==> src/rtl/dmem_arbiter.sv <==
// Two-requester arbiter for the single data-memory port: CPU MEM stage has priority,
// the external master gets a starvation-bounded grant and optional locked bursts.
// Optional statistics counters are enabled by defining DMEM_ARB_STATS_EN.
module dmem_arbiter #(
    parameter int ADDR_W   = 14,
    parameter int DATA_W   = 32,
    parameter int MAX_WAIT = 4,
    parameter int CW       = 3
) (
    input  logic              clk,
    input  logic              rst_n,
    input  logic              cpu_req,
    input  logic              cpu_we,
    input  logic [31:0]       cpu_addr,
    input  logic [DATA_W-1:0] cpu_wdata,
    output logic [DATA_W-1:0] cpu_rdata,
    output logic              cpu_stall,
    input  logic              ext_req,
    input  logic              ext_we,
    input  logic              ext_lock,
    input  logic [31:0]       ext_addr,
    input  logic [DATA_W-1:0] ext_wdata,
    output logic              ext_gnt,
    output logic [DATA_W-1:0] ext_rdata,
    output logic              ext_rvalid,
    output logic              dm_we,
    output logic [ADDR_W-1:0] dm_a,
    output logic [DATA_W-1:0] dm_d,
    input  logic [DATA_W-1:0] dm_spo
`ifdef DMEM_ARB_STATS_EN
    ,
    output logic [31:0]       stat_cpu_stalls,
    output logic [31:0]       stat_ext_grants
`endif
);

    typedef enum logic [0:0] {
        ARB       = 1'b0,
        EXT_BURST = 1'b1
    } state_t;

    localparam logic [CW-1:0] MAX_WAIT_C = CW'(MAX_WAIT);

    state_t              state_reg, state_next;
    logic [CW-1:0]       wait_cnt_reg, wait_cnt_next;
    logic                ext_rvalid_reg;
    logic [DATA_W-1:0]   ext_rdata_reg;
    logic                cpu_gnt;
    logic                wait_full;

    assign wait_full = (wait_cnt_reg == MAX_WAIT_C);

    // Grant decision and next state; ext_gnt is computed first so the CPU grant can depend on it.
    always_comb begin
        ext_gnt    = 1'b0;
        cpu_gnt    = 1'b0;
        state_next = state_reg;
        case (state_reg)
            ARB: begin
                ext_gnt = ext_req & (~cpu_req | wait_full);
                cpu_gnt = cpu_req & ~ext_gnt;
                if (ext_gnt & ext_lock)
                    state_next = EXT_BURST;
            end
            EXT_BURST: begin
                ext_gnt = ext_req;
                if (~ext_lock | ~ext_req)
                    state_next = ARB;
            end
            default: state_next = ARB;
        endcase
    end

    // Wait counter only advances while ext is actually being held off.
    always_comb begin
        wait_cnt_next = wait_cnt_reg;
        if (~ext_req | ext_gnt)
            wait_cnt_next = '0;
        else if (!wait_full)
            wait_cnt_next = wait_cnt_reg + 1'b1;
    end

    assign cpu_stall  = cpu_req & ~cpu_gnt;
    assign cpu_rdata  = dm_spo;
    assign dm_we      = (cpu_gnt & cpu_we) | (ext_gnt & ext_we);
    assign dm_a       = ext_gnt ? ext_addr[ADDR_W+1:2] : cpu_addr[ADDR_W+1:2];
    assign dm_d       = ext_gnt ? ext_wdata : cpu_wdata;
    assign ext_rvalid = ext_rvalid_reg;
    assign ext_rdata  = ext_rdata_reg;

    always_ff @(posedge clk or negedge rst_n) begin
        if (!rst_n) begin
            state_reg      <= ARB;
            wait_cnt_reg   <= '0;
            ext_rvalid_reg <= 1'b0;
            ext_rdata_reg  <= '0;
        end else begin
            state_reg      <= state_next;
            wait_cnt_reg   <= wait_cnt_next;
            ext_rvalid_reg <= ext_gnt & ~ext_we;
            if (ext_gnt & ~ext_we)
                ext_rdata_reg <= dm_spo;
        end
    end

`ifdef DMEM_ARB_STATS_EN
    logic [31:0] stat_cpu_stalls_reg;
    logic [31:0] stat_ext_grants_reg;

    always_ff @(posedge clk or negedge rst_n) begin
        if (!rst_n) begin
            stat_cpu_stalls_reg <= '0;
            stat_ext_grants_reg <= '0;
        end else begin
            if (cpu_stall)
                stat_cpu_stalls_reg <= stat_cpu_stalls_reg + 32'd1;
            if (ext_gnt)
                stat_ext_grants_reg <= stat_ext_grants_reg + 32'd1;
        end
    end

    assign stat_cpu_stalls = stat_cpu_stalls_reg;
    assign stat_ext_grants = stat_ext_grants_reg;
`endif

    // Byte-lane and high address bits are deliberately ignored.
    logic unused_addr_bits;
    assign unused_addr_bits = ^{cpu_addr[31:ADDR_W+2], cpu_addr[1:0],
                                ext_addr[31:ADDR_W+2], ext_addr[1:0]};

endmodule

==> config.mk <==
export PLATFORM = sky130hd
export DESIGN_NAME = dmem_arbiter
export DESIGN_NICKNAME = d
export VERILOG_FILES = /design/src/rtl/dmem_arbiter.sv
export SDC_FILE = /design/constraint.sdc
export NUM_CORES = 1
export LEC_CHECK = 0
export ABC_AREA = 1
export BUFFER_PORTS_ARGS = -buffer_cell sky130_fd_sc_hd__buf_2
export CORE_AREA = 2 2 108 110
export DETAILED_ROUTE_END_ITERATION = 10
export DIE_AREA = 0 0 110 112
export GPL_ROUTABILITY_DRIVEN = 1
export HOLD_SLACK_MARGIN = 0.08
export PLACE_DENSITY_LB_ADDON = 0.2
export SLEW_MARGIN = 40
export SYNTH_ARGS = -nofsm -noshare
export SYNTH_HDL_FRONTEND = slang
export SYNTH_SLANG_ARGS = --single-unit
==> constraint.sdc <==
create_clock -name clk -period 3.1 [get_ports clk]
set_input_delay 0.155 -clock clk [delete_from_list [all_inputs] [get_ports clk]]
set_output_delay 0.155 -clock clk [all_outputs]
set_load 0.01 [all_outputs]
==> metrics.cfg, run 1 <==
[clock_tree]
postCtsSetupBuffers=0
cts_sinks=37
ctsHtreeMaxLevel=2
path_clk_slew_ps=50
clockRootBuffer=clkbuf_16
cts_inserted_buffers=5
cts_max_path_buffers=2
clk_latency_ps=270
cts_tree=yes

[setup_path]
critPathMaxFanout=49
crit_required_ps=2940
critPathLaunchType=register
arrival_ps=2390
end_kind=output port
path_class=register to output port

[timing]
hold_viol=0
fmax_mhz=393.6
rsz0062_at_grt=no
final.period_utilization_pct=81.96
final-max-slew-violation-count=0
slew_headroom_pct=49.77
worst_pin_slew_ps=752.3
worst_clock_skew_ps=4.759
finalCriticalPeriod_ps=2541
tns_ps=0
setup_viol=0

[floorplanning]
die_h_um=112
dieArea_mm2=0.01232
num_rows=39
initial_core_util_pct=21.27
die_w_um=110
core_area_mm2=0.01117
boundaryPins=281

[yosys]
netlist_instances=350
seq_area_frac_synth_pct=38.95
synth_top_area_share_pct=38.95
ys_ff_latch=37
ys_types=19
post-synth-top-area-cell=dfrtp_1
netlist_area_mm2=0.002377
synth.area.top_cells=dfrtp_1, nand2_1, buf_4
ys_warn_count=0
synth_nets=519
avgSynthCellArea_um2=6.792

[grt]
grt_pass1_wl_um=12810
antenna_found_initial=0
grt_pass1_vias=2752
grt_use_total_pct=12.88
overflow=0
grt_max_degree=50

[detailed_routing]
ant_nets=0
drtIter0Drc=170
drc=0
drt-total-wl_um=8344
drtPass1Iterations=4
wl_per_cell_um=12.02
num_vias=2855
vias_per_cell=4.114

[layout]
largest_reg_flops=32
postLayoutCellArea_mm2=0.003596
utilization_pct=32.18
n_antenna_cell=0
finalNetCount=721
nFillCells=1259
regArea_um2=925.9
syn2layout_area_growth_pct=51.26
multi_input_area_mm2=0.001060
layout-drive-gt1-share_pct=46.82

[power_and_ir_drop]
ir_drop_uv=216.7
total_power_mw=1.590
p_leak_nw=2.293
cellPowerDensity_mw_per_mm2=442.1

[worst_hold_path]
hp-class=input port to register

[placement]
port_buffers=244
place_congestion=0.7364
place_hpwl_um=6359
placedInstanceArea_mm2=0.003456

[job]
maxCapViolations=0

[run_status]
status=finished clean

[what timing repair did]
item,CTS,global route
gates resized for setup,0,0
hold buffers,1,0
endpoints found under the hold margin,37,0
[worst paths after layout]
path	to	start	cells after the start	slack [ps]
max	dm_d[20]	wait_cnt_reg[0]	9	560
min reg2reg	wait_cnt_reg[0]	wait_cnt_reg[0]	1	460
max reg2reg	ext_rdata[29]	wait_cnt_reg[0]	8	910
min	state_reg	ext_lock	3	100
min in group asynchronous	ext_rdata[15]	rst_n	2	390
max in group asynchronous	ext_rdata[29]	rst_n	2	2360
[placed cells by master, fill, tap and decap left out]
master | netlist | final
a21boi_0 | 1 | 1
buf_2 | 7 | 243
buf_4 | 37 | 6
clkbuf_16 | 0 | 5
clkinv_1 | 1 | 1
clkinv_2 | 0 | 1
dfrtp_1 | 37 | 37
dlygate4sd3_1 | 0 | 1
ha_1 | 2 | 2
inv_1 | 6 | 6
inv_2 | 1 | 1
nand2_1 | 204 | 204
nand2_2 | 1 | 1
nand3_1 | 2 | 2
nand3_2 | 1 | 1
nand4_1 | 33 | 33
nor2_1 | 4 | 4
o21ai_0 | 1 | 1
xnor2_1 | 1 | 1
[layout make-up]
cell class                 count  share of cell area, %
multi-input combinational    250                  29.47
sequential                    37                  25.75
clock inverter                 1                 0.1392
timing repair buffer         250                  35.35
inverter                       8                 0.8351
clock buffer                   5                  3.479
tap                          143                  4.976
[cells in the mapped netlist, drive strengths merged]
cell type and number:
nand3 3, inv 7, o21ai 1, nor2 4, xnor2 1, nand4 33
clkinv 1, ha 2, dfrtp 37, nand2 205, clkbuf 7, buf 48
a21boi 1
[critical path: stages (launching register included)]
cell	delay [ps]
dfrtp_1	360
inv_1	50
ha_1	200
nand2_1	70
nand3_2	380
nand2_2	200
buf_4	430
nand2_1	160
nand2_1	100
buf_2	120
[layer usage]
| layer | wire length [µm] | vias up | GRT usage, % |
|---|---|---|---|
| met3 | 726 | 5 | 2.576 |
| met2 | 4229 | 138 | 24.62 |
| met5 | 0 | - | 0 |
| met1 | 3317 | 1245 | 14.29 |
| met4 | 70 | 0 | 2.785 |
| li1 | - | 1467 | - |
[per-stage QoR]
| step | setup WS (ps) | cells | hold slack [ps] |
|---|---|---|---|
| finish | 559.1 | 694 | 99.97 |
| detailed placement | 810.7 | 687 | 158.9 |
| floorplan | 1626 | 350 | -140.6 |
| global route | 270.2 | 694 | 132.0 |
| CTS | 497.3 | 694 | 102.5 |
| global placement | 809.4 | 687 | 319.1 |
[cell families after synthesis]
logic type / after synthesis / share of synthesized area (%)
simple gates: 245 / 42.63
fa+ha+maj: 2 / 1.052
compound gates: 2 / 0.5262
xor+xnor: 1 / 0.3685
flops: 37 / 38.95
buf+inv: 63 / 16.47
[report_power, final]
part,switching [mW],internal (mW),total (mW)
registers,0.0362,0.560,0.596
logic,0.303,0.228,0.531
clock network,0.176,0.287,0.463
No activity file was read; power rests on OpenSTA's default activity.
==> run 2, diff against run 1 <==
--- a/config.mk
+++ b/config.mk
@@ -5,11 +5,11 @@
 export SDC_FILE = /design/constraint.sdc
 export NUM_CORES = 1
 export LEC_CHECK = 0
-export ABC_AREA = 1
+export ABC_AREA = 0
 export BUFFER_PORTS_ARGS = -buffer_cell sky130_fd_sc_hd__buf_2
-export CORE_AREA = 2 2 108 110
+export CORE_AREA = 2 2 110 112
 export DETAILED_ROUTE_END_ITERATION = 10
-export DIE_AREA = 0 0 110 112
+export DIE_AREA = 0 0 112 114
 export GPL_ROUTABILITY_DRIVEN = 1
 export HOLD_SLACK_MARGIN = 0.08
 export PLACE_DENSITY_LB_ADDON = 0.2
==> constraint.sdc (replaced) <==
create_clock -name clk -period 2.7 [get_ports clk]
set_input_delay 0.135 -clock clk [delete_from_list [all_inputs] [get_ports clk]]
set_output_delay 0.135 -clock clk [all_outputs]
set_load 0.01 [all_outputs]
==> metrics.cfg, run 2 <==
[run_status]
status=finished clean

[yosys]
synth_top_area_share_pct=38.72
synthTopCellsByCount=mux2_2, dfrtp_1, buf_4, mux2_4, buf_6
ys.flop_type=dfrtp_1
netlist_area_mm2=0.002391
ys_async_sr_fraction_pct=100.0
synth_edf_count=0
avgSynthCellArea_um2=13.51
ys_types=21
post-synth-top-area-cell=dfrtp_1
synth.area.top_cells=dfrtp_1, mux2_2, mux2_4
netlist_instances=177
ys_warn_count=0
synth.most_common_cell=mux2_2
seq_area_frac_synth_pct=38.72
ys_ff_latch=37
synth_nets=346

[clock_tree]
ctsHtreeMaxLevel=2
clk_latency_ps=280
postCtsSetupBuffers=0
cts_tree=yes
cts_sinks=37
cts_max_path_buffers=2
ctsResizeCount=0
clockRootBuffer=clkbuf_16
cts_inserted_buffers=5
path_clk_slew_ps=60

[layout]
final_cells=541
layout.cells.most_common_list=buf_2, mux2_2, dfrtp_1
layout-drive-gt1-share_pct=85.24
syn2layout_area_growth_pct=53.53
finalNetCount=561
postLayoutCellArea_mm2=0.003671
layout_commonest_cell=buf_2
largest_reg_flops=32

[placement]
placedInstanceArea_mm2=0.003506
port_buffers=244
place_congestion=0.8063
place_hpwl_um=6209
placed_cells=530

[setup_path]
critPathMaxFanout=36
cpLargestDelayFamily=buffers and inverters
crit_chain=inv_1, ha_1, nand2_1, a21bo_2, buf_12, mux2_2, buf_2
critPathLaunchType=register
end_kind=output port
crit_slowest_cell=mux2_2
crit_buf_inv=3
path_class=register to output port
arrival_ps=2250
crit_required_ps=2570
max_stage_delay_ps=390

[timing]
fmax_mhz=420.1
tns_ps=0
hold_viol=0
worst_pin_slew_ps=480.3
rsz0062_at_grt=no
final.period_utilization_pct=88.17
slew_headroom_pct=67.98
final-max-slew-violation-count=0
finalCriticalPeriod_ps=2381
worst_clock_skew_ps=4.476
setup_viol=0

[floorplanning]
initial_core_util_pct=20.42
num_rows=40
die_w_um=112
die_h_um=114
boundaryPins=281
dieArea_mm2=0.01277
core_area_mm2=0.01171

[grt]
grt_pass1_wl_um=10650
grt_pass1_vias=1985
grt_use_total_pct=10.68
grt_max_degree=38
antenna_found_initial=0
overflow=0

[detailed_routing]
vias_per_cell=3.976
drtPass1Iterations=4
ant_nets=0
wl_per_cell_um=13.63
drtIter0Drc=41
drc=0
drt-total-wl_um=7375
num_vias=2151

[power_and_ir_drop]
cellPowerDensity_mw_per_mm2=515.1
p_leak_nw=2.016
ir_drop_uv=323.0

[worst_hold_path]
hp-class=input port to register

[job]
maxCapViolations=0

[run 2: changes by cell type in the layout (fill, tap and decap cells not counted), moves of 2 or more]
cell / before / now
nand2_1: 204 / 3
nand4_1: 33 / 0
nand3_1: 2 / 0
nor2_1: 4 / 2
inv_1: 6 / 4
mux2_2: 0 / 49
buf_4: 6 / 2
and2_1: 0 / 2
mux2_4: 0 / 29
[run 2: power by group]
group | switching (mW) | total [mW] | internal (mW)
combinational | 0.278 | 0.629 | 0.351
sequential | 0.0433 | 0.696 | 0.653
clock | 0.228 | 0.566 | 0.338
[run 2: cell families after synthesis]
kind of cell | count (synthesis) | share of synthesized area [%]
muxes | 79 | 41.71
buffers and inverters | 44 | 14.34
DFF | 37 | 38.72
and+or+nand+nor | 11 | 2.669
AOI/OAI and AO/OA | 4 | 1.518
adders and majority gates | 2 | 1.046
[run 2: cell type report]
class | count | area, µm²
Clock inverter | 3 | 17.52
Fill cell | 1220 | 8040
Timing Repair Buffer | 248 | 1271
Inverter | 4 | 15.01
Multi-Input combinational cell | 96 | 1130
Clock buffer | 5 | 125.1
Antenna cell | 1 | 2.502
Tap cell | 147 | 183.9
Sequential cell | 37 | 925.9
[run 2: what timing repair did]
item                       CTS  global route
setup endpoints to repair    0             0
hold buffers                 2             0
hold endpoints to repair    38             0
[run 2: final timing paths]
check,slack (ps),startpoint,end,depth (start not counted)
max in group asynchronous,2000,rst_n,ext_rdata[26],2
max reg2reg,910,wait_cnt_reg[0],ext_rdata[15],6
min reg2reg,470,wait_cnt_reg[0],wait_cnt_reg[0],1
min in group asynchronous,350,rst_n,ext_rdata[4],2
min,100,dm_spo[24],ext_rdata[24],2
max,320,wait_cnt_reg[0],dm_d[30],7
[run 2: through the flow]
stage	power [mW]	setup slack (ps)	hold WS, ps	utilization [%]
after floorplan	1.068	1113	-160.6	-
final	1.891	319.3	100.5	31.35
after detailed placement	1.346	593.9	140.1	29.94
after global routing	2.006	201.0	96.36	31.32
after global placement	1.340	623.8	308.2	29.91
after CTS	1.938	286.5	89.94	31.32
[run 2: worst reg2reg max path, stage by stage, from the launching register on]
cell,delay [ps]
dfrtp_1,390
inv_1,60
ha_1,170
nand2_1,110
a21oi_4,120
buf_4,380
mux2_2,430
[run 2: metal layers]
metal | up-vias | part of all wire [%] | track usage (%)
met5 | - | 0 | 0
met4 | 0 | 0.99 | 2.927
met3 | 6 | 12 | 3.613
met2 | 145 | 52 | 20.00
met1 | 983 | 35 | 11.50
li1 | 1017 | - | -
==> run 3, diff against run 2 <==
--- a/config.mk
+++ b/config.mk
@@ -7,9 +7,10 @@
 export LEC_CHECK = 0
 export ABC_AREA = 0
 export BUFFER_PORTS_ARGS = -buffer_cell sky130_fd_sc_hd__buf_2
-export CORE_AREA = 2 2 110 112
+export CORE_AREA = 2 2 108 110
+export CTS_BUF_LIST = sky130_fd_sc_hd__clkbuf_2
 export DETAILED_ROUTE_END_ITERATION = 10
-export DIE_AREA = 0 0 112 114
+export DIE_AREA = 0 0 110 112
 export GPL_ROUTABILITY_DRIVEN = 1
 export HOLD_SLACK_MARGIN = 0.08
 export PLACE_DENSITY_LB_ADDON = 0.2
==> constraint.sdc (replaced) <==
create_clock -name clk -period 2.9 [get_ports clk]
set_input_delay 0.145 -clock clk [delete_from_list [all_inputs] [get_ports clk]]
set_output_delay 0.145 -clock clk [all_outputs]
set_load 0.01 [all_outputs]
==> metrics.cfg, run 3 (same netlist as run 2, synthesis figures left out) <==
[layout]
layout_commonest_cell=buf_2
layout-drive-gt1-share_pct=78.40
syn2layout_area_growth_pct=63.06
finalNetCount=594
largest_reg_flops=32
final_cells=571
multi_input_area_mm2=0.001130
nFillCells=1138
layout.cells.most_common_list=buf_2, mux2_2, dfrtp_1
utilization_pct=34.89
regArea_um2=925.9

[detailed_routing]
drtPass1Iterations=4
wl_per_cell_um=14.06
drt-total-wl_um=8031
num_vias=2324
ant_nets=0
drtIter0Drc=56
drc=0
vias_per_cell=4.070

[grt]
overflow=0
grt_pass1_vias=2299
grt_use_total_pct=12.27
antenna_found_initial=2
grt_max_degree=48
grt_pass1_wl_um=11370

[timing]
tns_ps=0
final.period_utilization_pct=80.92
hold_viol=0
finalCriticalPeriod_ps=2347
setup_viol=0
setup_slack_ps=553.3
worst_pin_slew_ps=489.0
fmax_mhz=426.1
rsz0062_at_grt=no
final-max-slew-violation-count=0
slew_headroom_pct=67.40
worst_clock_skew_ps=20.13

[setup_path]
critPathMaxFanout=47
r2r_setup_slack_ps=1100
critPathLaunchType=register
r2r_cells=6
path_class=register to output port
rr_startpoint=wait_cnt_reg[0]
timing.rr.end=ext_rdata[30]
end_kind=output port
crit_required_ps=2760
arrival_ps=2200

[worst_hold_path]
whs_endpoint=wait_cnt_reg[2]
min-delay-start=cpu_req
hold-path-cell-count=4
hp-class=input port to register

[power_and_ir_drop]
cellPowerDensity_mw_per_mm2=387.4
total_power_mw=1.511
p_leak_nw=2.115
ir_drop_uv=246.2

[clock_tree]
ctsHtreeMaxLevel=2
cts_sinks=37
clockRootBuffer=clkbuf_2
cts_max_path_buffers=2
path_clk_slew_ps=180
cts_tree=yes
clk_latency_ps=400
cts_inserted_buffers=5
postCtsSetupBuffers=0

[placement]
placed_cells=526
place_congestion=0.7003
pre_cts_slack_ps=989.8
port_buffers=244
place_hpwl_um=6328

[floorplanning]
dieArea_mm2=0.01232
die_w_um=110
initial_core_util_pct=21.40
boundaryPins=281
die_h_um=112
core_area_mm2=0.01117
num_rows=39

[run_status]
status=finished clean

[job]
maxCapViolations=0

run 3: cell types whose count changed in the layout (fill, tap and decap cells not counted), sizes merged:
cell,delta
clkinv,+1
clkinvlp,-1
diode,+1
dlygate4sd3,+33
run 3: where the power goes:
part / switching [mW] / leakage (nW) / internal [mW] / total [mW]
clock network: 0.182 / 0.0304 / 0.0570 / 0.239
registers: 0.0440 / 0.445 / 0.606 / 0.650
logic: 0.266 / 1.64 / 0.356 / 0.622
total: 0.492 / 2.11 / 1.02 / 1.51
run 3: how the worst max path moves through the flow:
stage | endpoint | slack (ps) | start | cells past startpoint
after global placement | dm_d[26] | 1020 | wait_cnt_reg[0] | 7
final | dm_d[26] | 550 | wait_cnt_reg[0] | 7
after global routing | dm_we | 340 | wait_cnt_reg[0] | 8
after CTS | dm_d[26] | 480 | wait_cnt_reg[0] | 7
after detailed placement | dm_d[26] | 990 | wait_cnt_reg[0] | 7
after floorplan | ext_rdata[10] | 1310 | wait_cnt_reg[0] | 6
run 3: layout make-up:
cell class / instances / area share, %
Tap cell: 143 / 4.589
Timing Repair Buffer: 281 / 41.08
Antenna cell: 2 / 0.1284
Multi-Input combinational cell: 96 / 28.98
Inverter: 4 / 0.3851
Sequential cell: 37 / 23.75
Clock inverter: 3 / 0.4493
Clock buffer: 5 / 0.6418
run 3: layer usage:
layer | vias to the layer above | track usage [%] | wire length [µm]
met3 | 9 | 4.801 | 1061
li1 | 1078 | - | -
met2 | 153 | 24.46 | 4350
met4 | 0 | 3.882 | 153
met5 | - | 0 | 0
met1 | 1084 | 10.75 | 2466
run 3: worst max-delay path, cell delays in order, from the launching register on:
cell     delay, ps
dfrtp_1        420
inv_1           50
ha_1           210
nand2_1        130
a21bo_2        180
buf_12         290
mux2_2         380
buf_2          140
run 3: metrics by stage:
stage | hold slack, ps | instance area [µm²]
final | 174.9 | 3899
after CTS | 119.7 | 3894
after floorplan | -150.6 | 2391
after detailed placement | 152.5 | 3501
after global routing | 126.5 | 3894
after global placement | 317.1 | 3498
run 3: repair_timing:
item                      in CTS  in global routing
gates resized for setup        0                  0
hold buffers                  35                  0
hold endpoints to repair      73                  0
